[src/rtl/cpu_ctrl_fsm.sv]
// Multi-cycle control sequencer for the Lab CPU: fetch over a ready-handshake
// memory port, decode ir_in[15:12], sequence execute/writeback, watchdog on hung accesses.
module cpu_ctrl_fsm #(
  parameter int unsigned WAIT_MAX = 15,
  parameter int unsigned CNT_W    = 8
) (
  input  logic        clk,
  input  logic        reset,
  input  logic [15:0] ir_in,
  input  logic        zero,
  input  logic        mem_rdy,
  output logic        pc_ld,
  output logic        pc_inc,
  output logic        ir_ld,
  output logic        mem_rd,
  output logic        mem_wr,
  output logic        reg_we,
  output logic        wb_sel,
  output logic [2:0]  alu_op,
  output logic        halted,
  output logic [1:0]  err,
  output logic [2:0]  state
);

  typedef enum logic [2:0] {
    S_FETCH   = 3'b000,
    S_DECODE  = 3'b001,
    S_EXEC    = 3'b010,
    S_MEMWAIT = 3'b011,
    S_WB      = 3'b100,
    S_HALT    = 3'b101
  } state_e;

  typedef enum logic [1:0] {
    E_NONE    = 2'b00,
    E_ILLEGAL = 2'b01,
    E_TIMEOUT = 2'b10
  } err_e;

  localparam logic [3:0] OP_NOP  = 4'h0;
  localparam logic [3:0] OP_ADD  = 4'h1;
  localparam logic [3:0] OP_SUB  = 4'h2;
  localparam logic [3:0] OP_LD   = 4'h3;
  localparam logic [3:0] OP_ST   = 4'h4;
  localparam logic [3:0] OP_JMP  = 4'h5;
  localparam logic [3:0] OP_BEQ  = 4'h6;
  localparam logic [3:0] OP_HALT = 4'hF;

  localparam logic [CNT_W-1:0] WAIT_LIM = CNT_W'(WAIT_MAX);

  state_e           state_q, state_d;
  logic [CNT_W-1:0] cnt_q, cnt_d;
  err_e             err_q, err_d;
  logic [3:0]       opcode;
  logic             wait_expired;
  logic             unused_ir;

  assign opcode       = ir_in[15:12];
  assign unused_ir    = ^ir_in[11:0];
  assign wait_expired = (cnt_q == WAIT_LIM);

  // NOTE: every variable driven here gets a default first; a path that leaves
  // one unassigned would infer a latch.
  always_comb begin
    state_d = state_q;
    cnt_d   = cnt_q;
    err_d   = err_q;
    unique case (state_q)
      S_FETCH: begin
        if (mem_rdy) begin
          state_d = S_DECODE;
        end else if (wait_expired) begin
          state_d = S_HALT;
          err_d   = E_TIMEOUT;
        end else begin
          cnt_d = cnt_q + 1'b1;
        end
      end
      S_DECODE: begin
        unique case (opcode)
          OP_NOP:                         state_d = S_FETCH;
          OP_ADD, OP_SUB, OP_JMP, OP_BEQ: state_d = S_EXEC;
          OP_LD, OP_ST:                   state_d = S_MEMWAIT;
          OP_HALT: begin
            state_d = S_HALT;
            err_d   = E_NONE;
          end
          default: begin
            state_d = S_HALT;
            err_d   = E_ILLEGAL;
          end
        endcase
      end
      S_EXEC: state_d = S_FETCH;
      S_MEMWAIT: begin
        if (mem_rdy) begin
          state_d = (opcode == OP_LD) ? S_WB : S_FETCH;
        end else if (wait_expired) begin
          state_d = S_HALT;
          err_d   = E_TIMEOUT;
        end else begin
          cnt_d = cnt_q + 1'b1;
        end
      end
      S_WB:    state_d = S_FETCH;
      S_HALT:  state_d = S_HALT;
      default: state_d = S_FETCH;
    endcase
    // The watchdog window restarts on each fresh entry into a waiting state.
    if ((state_d == S_FETCH || state_d == S_MEMWAIT) && state_d != state_q) begin
      cnt_d = '0;
    end
  end

  // NOTE: sequential state uses non-blocking assignments so all registers
  // update together from the values present before the edge.
  always_ff @(posedge clk) begin
    if (!reset) begin
      state_q <= S_FETCH;
      cnt_q   <= '0;
      err_q   <= E_NONE;
    end else begin
      state_q <= state_d;
      cnt_q   <= cnt_d;
      err_q   <= err_d;
    end
  end

  // Strobes are forced low while reset is held so an aborted access never completes.
  always_comb begin
    pc_ld  = 1'b0;
    pc_inc = 1'b0;
    ir_ld  = 1'b0;
    mem_rd = 1'b0;
    mem_wr = 1'b0;
    reg_we = 1'b0;
    wb_sel = 1'b0;
    alu_op = 3'b000;
    halted = 1'b0;
    if (reset) begin
      unique case (state_q)
        S_FETCH: begin
          mem_rd = 1'b1;
          ir_ld  = mem_rdy;
          pc_inc = mem_rdy;
        end
        S_EXEC: begin
          unique case (opcode)
            OP_ADD: begin
              alu_op = 3'b001;
              reg_we = 1'b1;
            end
            OP_SUB: begin
              alu_op = 3'b010;
              reg_we = 1'b1;
            end
            OP_JMP: pc_ld = 1'b1;
            OP_BEQ: begin
              alu_op = 3'b011;
              pc_ld  = zero;
            end
            default: ;
          endcase
        end
        S_MEMWAIT: begin
          mem_rd = (opcode == OP_LD);
          mem_wr = (opcode == OP_ST);
        end
        S_WB: begin
          reg_we = 1'b1;
          wb_sel = 1'b1;
        end
        S_HALT:  halted = 1'b1;
        default: ;
      endcase
    end
  end

  assign err   = err_q;
  assign state = state_q;

endmodule

[config.mk]
export PLATFORM = sky130hd
export DESIGN_NAME = cpu_ctrl_fsm
export DESIGN_NICKNAME = d
export VERILOG_FILES = /design/src/rtl/cpu_ctrl_fsm.sv
export SDC_FILE = /design/constraint.sdc
export NUM_CORES = 1
export LEC_CHECK = 0
export ABC_AREA = 1
export CELL_PAD_IN_SITES_DETAIL_PLACEMENT = 0
export CELL_PAD_IN_SITES_GLOBAL_PLACEMENT = 1
export CORE_UTILIZATION = 32
export DETAILED_ROUTE_END_ITERATION = 8
export HOLD_SLACK_MARGIN = 0.15
export MAX_ROUTING_LAYER = met4
export PLACE_DENSITY = 0.89
export SYNTH_ARGS = -nofsm -noshare
export SYNTH_HDL_FRONTEND = slang
export SYNTH_SLANG_ARGS = --single-unit
[constraint.sdc]
create_clock -name clk -period 2.65 [get_ports clk]
set_clock_uncertainty 0.1 [all_clocks]
set_input_delay 0.265 -clock clk [delete_from_list [all_inputs] [get_ports clk]]
set_output_delay 0.265 -clock clk [all_outputs]
set_load 0.02 [all_outputs]
==> metrics.md <==
| Metric | Value |
|---|---|
| Syn_nets | about 180 |
| Root buf cell | clkbuf_4 |
| Pin count of the biggest net entering global routing | 9 |
| Longest Clk Path Bufs | 2 |
| Max FO, Critical Path | 4 |
| Vias in the first global route | 1,010 |
| Power Dens Cells | approximately 480 nW/um^2 |
| CP Cell Sequence | clkdlybuf4s50_1 -> inv_1 -> nor2_1 -> o21ai_0 -> nor4_1 -> clkdlybuf4s50_1 |
| GRT overflow | 0 |
| Final Cell Area | 1260 um^2 |
| HPWL after DPL | about 1.8 mm |
| Fraction of layout cells with a size suffix above 1 | 0.117 |
| CP Class | primary input to output pin |
| Later-pin clock latency in the skew report | approximately 0.27 ns |
| Hold Path Class | flop to flop |
| Worst setup margin | 0.295 ns |
| Hold EP | err[0] |
| Antenna viol nets, final | 0 |
| Reg2reg end | cnt_q[3] |
| Synth async-reset ratio | 0 |
| Total die area | ~3300 um^2 |
| CTS sink cnt | 13 |
| Most used cell, CP | clkdlybuf4s50_1 |
| Initial antenna violation count | 0 |
| Hold_buf cts | 0 |
| Max_cap viols | 0 |
| Core area | between 2000 and 3000 um^2 |
| Chip height | between 50 and 60 um |
| Die X | about 58 um |
| Status | finished clean |
| Final Max Slew Viols | 0 |
| IO Port Bufs | 22 |
| DP Area | around 1200 um^2 |
| Slowest cell on the critical path | clkdlybuf4s50_1 |
| RR Startpoint | cnt_q[0] |
| I/O pin cnt | 36 |
| WP buf/inv | 3 |
| GRT Overall Usage | 0.158 |
| Ys Warns | 0 |
| Final Total Pwr | around 0.00061 W |
| Setup bufs post-CTS | 0 |
| Final Hold Viols | 0 |
| Final GP Congestion | roughly 0.80 |
| DR pass1 iterations | 5 |
| Core Rows | 19 |
| Sequential area share after synthesis | 0.263 |
| CTS resizes | 0 |
| Area Growth Syn to Fin | 27.3% |
| Tcrit/Tclk final | 0.889 |
| Worst path depth | 6 |
| Achievable Freq | about 420 MHz |
| CP Data Arrival Time | about 2.0 ns |
| Num CTS Buffers | 3 |
| Synth top area share | 0.263 |
| Vias per inst | 4.72 |
| Hold depth | 2 |
| Top cells by count, synth | nand2_1 (33), inv_1 (27), nor2_1 (21) |
| Clock transition at path regs | approximately 0.080 ns |
| Final setup violation count | 0 |
| CTS tree | built |
| Total Nets Final | between 200 and 250 |
| #FFs+latches synth | 13 |
| Number of synthesized flops with an enable pin | 0 |
| Reg2reg setup slack | roughly 0.9 ns |
| Family with the most delay on the worst path | buffers and inverters |
| Gate Count Post-Synth | between 150 and 200 |
| Detailed Route Iter0 Violations | 44 |
| Pleak | approximately 0.55 nW |
| Post-Place Worst Slack | roughly 0.26 ns |
| CTS H-Tree Depth | 1 |
| Ys flop type | dfxtp_1 |
| Hold Startpoint | err[0] |
| Worst Reg2Reg Path Length in Cells | 10 |
| VDD IR max | approximately 0.00018 V |
| N_diodes | 0 |
| Vias | between 900 and 1,000 |
| Wirelength per Cell | between 10 and 15 um |
| RSZ-0062 raised after global routing | no |
| Initial Util | 0.349 |
| Global-route wire length before repair | 4.00 mm |
| Synth area leaders | dfxtp_1 (26%), nand2_1 (13%), inv_1 (10%), nor2_1 (8.0%), nand3_1 (6.6%) |
| Worst EP required | ~2.3 ns |
| Post-synth top area cell | dfxtp_1 |
| Worst Setup Start Kind | primary input |
| Slowest Stage Delay on Critical Path | ~0.65 ns |
| Setup TNS | 0 ns |
| Final min period | between 2 and 2.5 ns |
| DRC viols | 0 |
| Crit end category | output pin |
| Avg Cell Area, Syn | around 6.3 um^2 |
| Cell variety after synth | 29 |
| Final wirelength | about 2.2 mm |
| Most frequent cell after synthesis | nand2_1 |
| Synthesized cell area | 988 um^2 |
## power breakdown
group          leakage [nW]  internal, W  switching, W  total (W)
clock                0.0150    0.0000582     0.0000624   0.000121
sequential            0.106     0.000215     0.0000227   0.000238
combinational         0.426     0.000101      0.000150   0.000251
total                 0.546     0.000374      0.000235   0.000609
## sequential cells by signal, summed over array words and instances (netlist names)
signal and count:
cnt_q 8, err 2, state 3
## worst reg2reg max path, stage by stage (launching register included)
cell and delay (ns):
dfxtp_1 0.37, ha_1 0.18, inv_1 0.06, nor2_1 0.16, nand3_2 0.17, nand2_1 0.10
nand3_1 0.06, nand2_1 0.10, a21oi_2 0.08, nor2_4 0.21, nor2_1 0.07
## layout by cell type (no fill, tap or decap), types with 2 or more instances in the layout
cell type,synthesis,routed
o21ai_0,8,8
nor2_1,21,21
dfxtp_1,13,13
nand3_1,13,13
nor4_1,2,2
inv_2,3,3
nor3_1,3,3
nand2_1,33,33
clkdlybuf4s50_1,0,22
xor2_1,4,4
nor2_4,3,3
a21oi_1,2,2
inv_1,27,27
clkbuf_4,0,3
nand3_2,2,2
a31oi_1,3,3
nor2_2,2,2
a21oi_2,2,2
nand2_2,2,2
## how the worst max path moves through the flow
stage	start	end	slack, ns
floorplan	state[1]	pc_ld	0.86
global placement	reset	reg_we	0.29
detailed placement	ir_in[14]	pc_ld	0.26
CTS	ir_in[14]	pc_ld	0.26
global route	reset	reg_we	0.14
finish	ir_in[14]	pc_ld	0.29
## routing by layer
layer  wire length (um)  GRT usage
met3                 64     0.0181
met4                 22     0.0767
met1                937      0.160
met2               1140      0.296
met5                  0          -
## per-stage QoR
step / hold WS, ns / instances / util
floorplan: 0.298 / 156 / -
global placement: 0.355 / 207 / 0.436
detailed placement: 0.361 / 207 / 0.436
CTS: 0.374 / 211 / 0.445
global route: 0.390 / 211 / 0.445
finish: 0.371 / 211 / 0.445
## cell type report
type / instances / area [um^2]
flip-flops and latches: 13 / 260
fillers: 307 / 1570
multi-input cells: 111 / 601
repair buffers: 22 / 220
well taps: 31 / 38.8
inverters: 30 / 113
clock buffers: 4 / 26.3
## kinds of logic after synthesis
| logic type | count (synthesis) | synth area share |
|---|---|---|
| compound gates | 18 | 0.119 |
| xor+xnor | 5 | 0.0443 |
| fa+ha+maj | 1 | 0.0127 |
| buf+inv | 32 | 0.129 |
| flops | 13 | 0.263 |
| other cells | 1 | 0.00379 |
| simple gates | 86 | 0.428 |
(Power assumes the default switching activity.)
